## src/rtl/ahb_pkg.sv

```systemverilog
// Shared AHB-Lite encodings and master state codes for the ciphertext
// write-back master.
package ahb_pkg;

    localparam int AHB_BUS_SIZE = 32;

    localparam logic [1:0] HTRANS_IDLE   = 2'b00;
    localparam logic [1:0] HTRANS_BUSY   = 2'b01;
    localparam logic [1:0] HTRANS_NONSEQ = 2'b10;
    localparam logic [1:0] HTRANS_SEQ    = 2'b11;

    localparam logic [2:0] HBURST_SINGLE = 3'b000;
    localparam logic [2:0] HBURST_INCR4  = 3'b011;
    localparam logic [2:0] HSIZE_WORD    = 3'b010;

    // Index of the last beat of an INCR4 burst.
    localparam logic [1:0] LAST_BEAT = 2'd3;

    typedef logic [2:0] master_state_t;

    localparam master_state_t ST_IDLE      = 3'd0;
    localparam master_state_t ST_ADDR0     = 3'd1;
    localparam master_state_t ST_BEAT      = 3'd2;
    localparam master_state_t ST_LAST_DATA = 3'd3;
    localparam master_state_t ST_ERROR     = 3'd4;

    function automatic logic is_busy_state(input master_state_t s);
        return (s == ST_ADDR0) || (s == ST_BEAT) || (s == ST_LAST_DATA);
    endfunction

endpackage

```

## src/rtl/ahb_beat_counter.sv

```systemverilog
// Two-bit beat counter for an INCR4 burst; flags the final beat.
module ahb_beat_counter
    import ahb_pkg::*;
(
    input  logic       clk,
    input  logic       srst,
    input  logic       clear,
    input  logic       enable,
    output logic [1:0] count,
    output logic       terminal
);

    logic [1:0] count_reg;

    always_ff @(posedge clk) begin
        if (srst || clear) begin
            count_reg <= 2'd0;
        end else if (enable) begin
            count_reg <= count_reg + 2'd1;
        end
    end

    assign count    = count_reg;
    assign terminal = (count_reg == LAST_BEAT);

endmodule

```

## src/rtl/ahb_lite_master_interface.sv

```systemverilog
// AHB-Lite write master: drains 128-bit ciphertext blocks from a show-ahead
// FIFO and writes each one as an INCR4 word burst to a self-advancing address.
module ahb_lite_master_interface #(
    parameter int AHB_BUS_SIZE = ahb_pkg::AHB_BUS_SIZE
) (
    input  logic                      HCLK,
    input  logic                      HRESET,
    input  logic                      HREADY,
    input  logic                      HRESP,
    input  logic                      load_dest,
    input  logic [AHB_BUS_SIZE-1:0]   destination,
    input  logic                      fifo_empty,
    input  logic [4*AHB_BUS_SIZE-1:0] fifo_rdata,
    input  logic                      err_clear,
    output logic                      fifo_read,
    output logic [AHB_BUS_SIZE-1:0]   HADDR,
    output logic                      HWRITE,
    output logic [2:0]                HSIZE,
    output logic [2:0]                HBURST,
    output logic [1:0]                HTRANS,
    output logic [AHB_BUS_SIZE-1:0]   HWDATA,
    output logic                      busy,
    output logic                      block_done,
    output logic                      error
);

    import ahb_pkg::*;

    localparam int BLOCK_BITS = 4 * AHB_BUS_SIZE;
    localparam logic [AHB_BUS_SIZE-1:0] ALIGN_MASK   = {{(AHB_BUS_SIZE-4){1'b1}}, 4'b0000};
    localparam logic [AHB_BUS_SIZE-1:0] BLOCK_STRIDE = {{(AHB_BUS_SIZE-5){1'b0}}, 5'd16};

    master_state_t             state_reg;
    master_state_t             state_next;
    logic [AHB_BUS_SIZE-1:0]   dest_reg;
    logic                      dest_valid_reg;
    logic [BLOCK_BITS-1:0]     block_reg;
    logic                      block_done_reg;

    logic [1:0]                beat;
    logic                      beat_last;
    logic                      cnt_clear;
    logic                      cnt_enable;

    logic [AHB_BUS_SIZE-1:0]   words [4];
    logic [AHB_BUS_SIZE-1:0]   beat_offset;

    logic                      start;
    logic                      dest_load;
    logic                      bus_fault;
    logic                      block_complete;

    genvar gi;
    generate
        for (gi = 0; gi < 4; gi++) begin : g_word
            assign words[gi] = block_reg[gi*AHB_BUS_SIZE +: AHB_BUS_SIZE];
        end
    endgenerate

    assign beat_offset = {{(AHB_BUS_SIZE-4){1'b0}}, beat, 2'b00};

    // A new destination always wins over starting a burst in the same cycle.
    assign dest_load = (state_reg == ST_IDLE) && load_dest;
    assign start     = (state_reg == ST_IDLE) && dest_valid_reg && !fifo_empty
                       && !load_dest && !HRESET;

    // Only BEAT and LAST_DATA carry one of our data phases; an error response
    // is recognised on its first (HREADY low) cycle.
    assign bus_fault = ((state_reg == ST_BEAT) || (state_reg == ST_LAST_DATA))
                       && HRESP && !HREADY;

    assign block_complete = (state_reg == ST_LAST_DATA) && HREADY;

    assign cnt_clear  = start || bus_fault;
    assign cnt_enable = HREADY && ((state_reg == ST_ADDR0) ||
                                   ((state_reg == ST_BEAT) && !beat_last));

    ahb_beat_counter u_beat_counter (
        .clk      (HCLK),
        .srst     (HRESET),
        .clear    (cnt_clear),
        .enable   (cnt_enable),
        .count    (beat),
        .terminal (beat_last)
    );

    always_comb begin
        state_next = state_reg;
        case (state_reg)
            ST_IDLE: begin
                if (start) begin
                    state_next = ST_ADDR0;
                end
            end
            ST_ADDR0: begin
                if (HREADY) begin
                    state_next = ST_BEAT;
                end
            end
            ST_BEAT: begin
                if (bus_fault) begin
                    state_next = ST_ERROR;
                end else if (HREADY && beat_last) begin
                    state_next = ST_LAST_DATA;
                end
            end
            ST_LAST_DATA: begin
                if (bus_fault) begin
                    state_next = ST_ERROR;
                end else if (HREADY) begin
                    state_next = ST_IDLE;
                end
            end
            ST_ERROR: begin
                if (err_clear) begin
                    state_next = ST_IDLE;
                end
            end
            default: begin
                state_next = ST_IDLE;
            end
        endcase
    end

    always_ff @(posedge HCLK) begin
        if (HRESET) begin
            state_reg      <= ST_IDLE;
            dest_reg       <= '0;
            dest_valid_reg <= 1'b0;
            block_reg      <= '0;
            block_done_reg <= 1'b0;
        end else begin
            state_reg      <= state_next;
            block_done_reg <= block_complete;

            if (dest_load) begin
                dest_reg       <= destination & ALIGN_MASK;
                dest_valid_reg <= 1'b1;
            end else if (block_complete) begin
                dest_reg <= dest_reg + BLOCK_STRIDE;
            end

            // An errored block is dropped rather than retried.
            if (start) begin
                block_reg <= fifo_rdata;
            end else if (bus_fault) begin
                block_reg <= '0;
            end
        end
    end

    always_comb begin
        HTRANS = HTRANS_IDLE;
        HADDR  = '0;
        HWDATA = '0;
        case (state_reg)
            ST_ADDR0: begin
                HTRANS = HTRANS_NONSEQ;
                HADDR  = dest_reg;
            end
            ST_BEAT: begin
                HTRANS = HTRANS_SEQ;
                HADDR  = dest_reg + beat_offset;
                HWDATA = words[beat - 2'd1];
            end
            ST_LAST_DATA: begin
                HWDATA = words[LAST_BEAT];
            end
            default: begin
                HTRANS = HTRANS_IDLE;
            end
        endcase
    end

    assign busy       = is_busy_state(state_reg);
    assign HWRITE     = busy;
    assign HSIZE      = HSIZE_WORD;
    assign HBURST     = busy ? HBURST_INCR4 : HBURST_SINGLE;
    assign fifo_read  = start;
    assign block_done = block_done_reg;
    assign error      = (state_reg == ST_ERROR);

endmodule

```

## config.mk

```make
export PLATFORM = sky130hd
export DESIGN_NAME = ahb_lite_master_interface
export DESIGN_NICKNAME = d
export VERILOG_FILES = /design/src/rtl/ahb_pkg.sv /design/src/rtl/ahb_beat_counter.sv /design/src/rtl/ahb_lite_master_interface.sv
export SDC_FILE = /design/constraint.sdc
export NUM_CORES = 1
export LEC_CHECK = 0
export ABC_AREA = 1
export CAP_MARGIN = 20
export CELL_PAD_IN_SITES_DETAIL_PLACEMENT = 0
export CELL_PAD_IN_SITES_GLOBAL_PLACEMENT = 1
export CORE_MARGIN = 1.5
export CORE_UTILIZATION = 34
export CTS_BUF_LIST = sky130_fd_sc_hd__clkbuf_4 sky130_fd_sc_hd__clkbuf_8
export CTS_CLUSTER_SIZE = 24
export DETAILED_ROUTE_END_ITERATION = 10
export PLACE_DENSITY = 0.86
export SLEW_MARGIN = 10
export SYNTH_ARGS = -nofsm -noshare
export SYNTH_HDL_FRONTEND = slang
export SYNTH_SLANG_ARGS = --single-unit
```

## constraint.sdc

```tcl
create_clock -name HCLK -period 3 [get_ports HCLK]
set_clock_uncertainty 0.15 [all_clocks]
set_input_delay 0.9 -clock HCLK [delete_from_list [all_inputs] [get_ports HCLK]]
set_output_delay 0.9 -clock HCLK [all_outputs]
set_load 0.03 [all_outputs]
```

==> flow_summary.toml <==
[worst_hold_path]
min_from = "block_reg[59]"
hp-class = "reg -> reg"
hold_depth = 2
min_to = "block_reg[59]"

[grt]
grt_pass1_vias = 7845
grt_pass1_wl_um = 41280
antenna_found_initial = 3
grt_max_degree = 79
overflow = 0
grt_usage_pct = 21.57

[yosys]
synth_edf_count = 0
post_synth_num_cell_types = 34
ys_warn_count = 0
yosysSeqAreaShare_pct = 40.51
synth.top_cell.area_share_pct = 40.51
syn-cell-area_um2 = 8055
async_reset_ff_share_pct = 0
synth_most_common_cell = "nand2_1"
ys_ff_latch = 163
synth_cells = 1202
synth_top_area_cell = "dfxtp_1"
yosys-top-cells-count = "nand2_1 (273), o21ai_0 (175), dfxtp_1 (163)"
yosys-top-cells-area = "dfxtp_1 (41%), nand2_1 (13%), o21ai_0 (11%), inv_1 (7.5%), a21oi_1 (6.1%)"
avgSynthCellArea_um2 = 6.702
synth_ff_type = "dfxtp_1"

[critical_path]
cpMostUsedCell = "nand2_1"
critPathTopFamily = "buffers and inverters"
crit-reg2reg-capture = "dest_reg[24]"
path_cells = "ha_4 > inv_1 > buf_12 > a21oi_1 > o21ai_1 > nand2_1 > nand2_1 > o21ai_0 > buf_4"
end_kind = "primary output"
critical_path_class = "reg -> out"
slowest_stage = "dfxtp_2"
required_ns = 1.95
r2r-start = "dest_reg[4]"
arrival_ns = 1.97
r2r_cells = 10
r2r_slack_ns = 0.92
cp-start-kind = "flip-flop"
crit_fanout = 32
max_stage_delay_ns = 0.39
cp_num_buf_inv = 3

[die]
die_w_um = 156.9
fp-row-count = 56
die_h_um = 156.9
initial_core_util_pct = 34.52
core_um2 = 23330
ioPinCount = 244
dieArea_um2 = 24620

[cells_and_area]
fill_cells = 2427
multi_input_area_um2 = 3781
instances_no_fill = 1747
final-seq-area_um2 = 3268
largest_reg_flops = 128
nets = 1582
area_delta_synth_final_pct = 37.20
layout-drive-gt1-share_pct = 11.50

[timing]
setup_ws_ns = -0.02387
final-max-slew-violation-count = 0
tightest_slew_ns = 0.5096
rsz0062_at_grt = "yes"
slew_headroom_pct = 66.03
fin_crit_ns = 3.024
hold_violations = 0
period_share_pct = 100.8
max_freq_mhz = 330.7
finalSetupViolations = 2

[route]
firstDrtPassIters = 5
post_drt_wl_per_cell_um = 15.43
avgViaCountPerCell = 4.777
routed_wl_um = 26950
ant_nets = 0
drtIter0Drc = 494
drcViolationCount = 0
num_vias = 8345

[place]
dp_hpwl_um = 17990
port_buffers = 233
place_congestion = 0.8496
dp.cells = 1705
place_ws_ns = -0.07441

[clock_network]
root_buffer = "clkbuf_8"
htreeDepth = 4
numCtsBuffers = 17
clk_pin_slew_ns = 0.09
cts.sinks = 163
cts_tree = "yes"
clk_latency_ns = 0.46
clockBufferDepth = 2

[power_and_ir_drop]
p_per_area_nw_per_um2 = 657.6
ir_drop_v = 0.0004579
p_leak_nw = 4.243

[run_status]
status = "finished, violations left"
violations = "setup timing"

[flow_run]
cap_violations = 0
-- power by group --
part | switching [mW] | internal [mW] | total, mW | leakage [nW]
clock network | 0.956 | 0.698 | 1.65 | 0.206
logic | 1.89 | 1.18 | 3.07 | 2.71
registers | 0.167 | 2.38 | 2.54 | 1.32
-- worst min-delay path: cells and delay by family, from the launching register on --
| kind | cells | cell delay, ns |
|---|---|---|
| flip-flops | 1 | 0.31 |
| AO/OA/AOI/OAI | 1 | 0.06 |
| buffers and inverters | 1 | 0.06 |
-- layout by cell type, fill, tap and decap left out, types with 5 or more instances in the layout --
cell,n
buf_12,12
buf_2,21
dfxtp_1,159
conb_1,6
o21ai_1,56
o21ai_0,158
buf_6,5
inv_1,160
nand4_1,7
dlygate4sd2_1,5
nand3_1,40
a31oi_1,6
a21oi_1,97
buf_4,59
a22o_1,32
inv_2,7
nor2_1,85
nand2_1,272
clkdlybuf4s50_1,161
clkbuf_8,18
-- layer usage --
metal	vias to the layer above	GRT usage [%]	share of wire, %	wire, um
met4	2	6.440	2.0	541
met3	29	4.405	4.8	1294
met1	3827	27.92	46	12400
met2	207	36.09	47	12700
li1	4280	-	-	-
met5	-	0	0.041	11
-- logic make-up (layout without fill, tap and decap cells) --
family / after synthesis / in the layout / synth area share, %
buffers and inverters: 248 / 468 / 13.22
adders and majority gates: 2 / 2 / 0.3106
AOI/OAI and AO/OA: 360 / 360 / 24.20
DFF: 163 / 163 / 40.51
and+or+nand+nor: 425 / 425 / 21.45
xor gates and xnor gates: 2 / 2 / 0.2175
other: 2 / 8 / 0.09323
-- final cells by class --
| cell class | instances | area share [%] |
|---|---|---|
| antenna | 2 | 0.04528 |
| clock buffer | 17 | 2.117 |
| clock inverter | 15 | 1.472 |
| inverter | 170 | 5.830 |
| multi-input combinational | 795 | 34.21 |
| sequential | 163 | 29.57 |
| tap | 319 | 3.611 |
| timing repair buffer | 266 | 23.14 |
-- stage by stage --
step | instance area [um^2] | util, % | hold slack [ns] | TNS, ns | power (mW)
final | 11050 | 47.37 | 0.3157 | -0.02494 | 7.268
after global routing | 11050 | 47.37 | 0.3350 | -3.694 | 7.718
after CTS | 11060 | 47.40 | 0.3205 | -0.5561 | 7.342
after detailed placement | 10590 | 45.37 | 0.3031 | -0.07441 | 5.491
after global placement | 10590 | 45.37 | 0.2992 | -0.09127 | 5.473
after floorplan | 8070 | - | 0.2869 | 0 | 4.391
-- how the worst max path moves through the flow --
| stage | to | cells after the start | slack (ns) | from |
|---|---|---|---|---|
| 2_1_floorplan | HBURST[0] | 8 | 0.12 | state_reg[2] |
| 3_3_place_gp | fifo_read | 5 | -0.09 | HRESET |
| 3_5_place_dp | fifo_read | 5 | -0.07 | HRESET |
| 4_1_cts | HWDATA[5] | 9 | -0.04 | u_beat_counter.count[0] |
| 5_1_grt | HWDATA[9] | 9 | -0.16 | u_beat_counter.count[0] |
| 6_report | HWDATA[5] | 9 | -0.02 | u_beat_counter.count[0] |
-- timing repair --
item                                    in CTS  in global routing
hold buffers                                 0                  0
cloned                                       3                  0
endpoints found under the setup margin      63                 35
pin swaps                                    4                  0
buffers inserted                             5                  2
gates resized for setup                    138                 19
No activity file was read; power rests on OpenSTA's default activity.
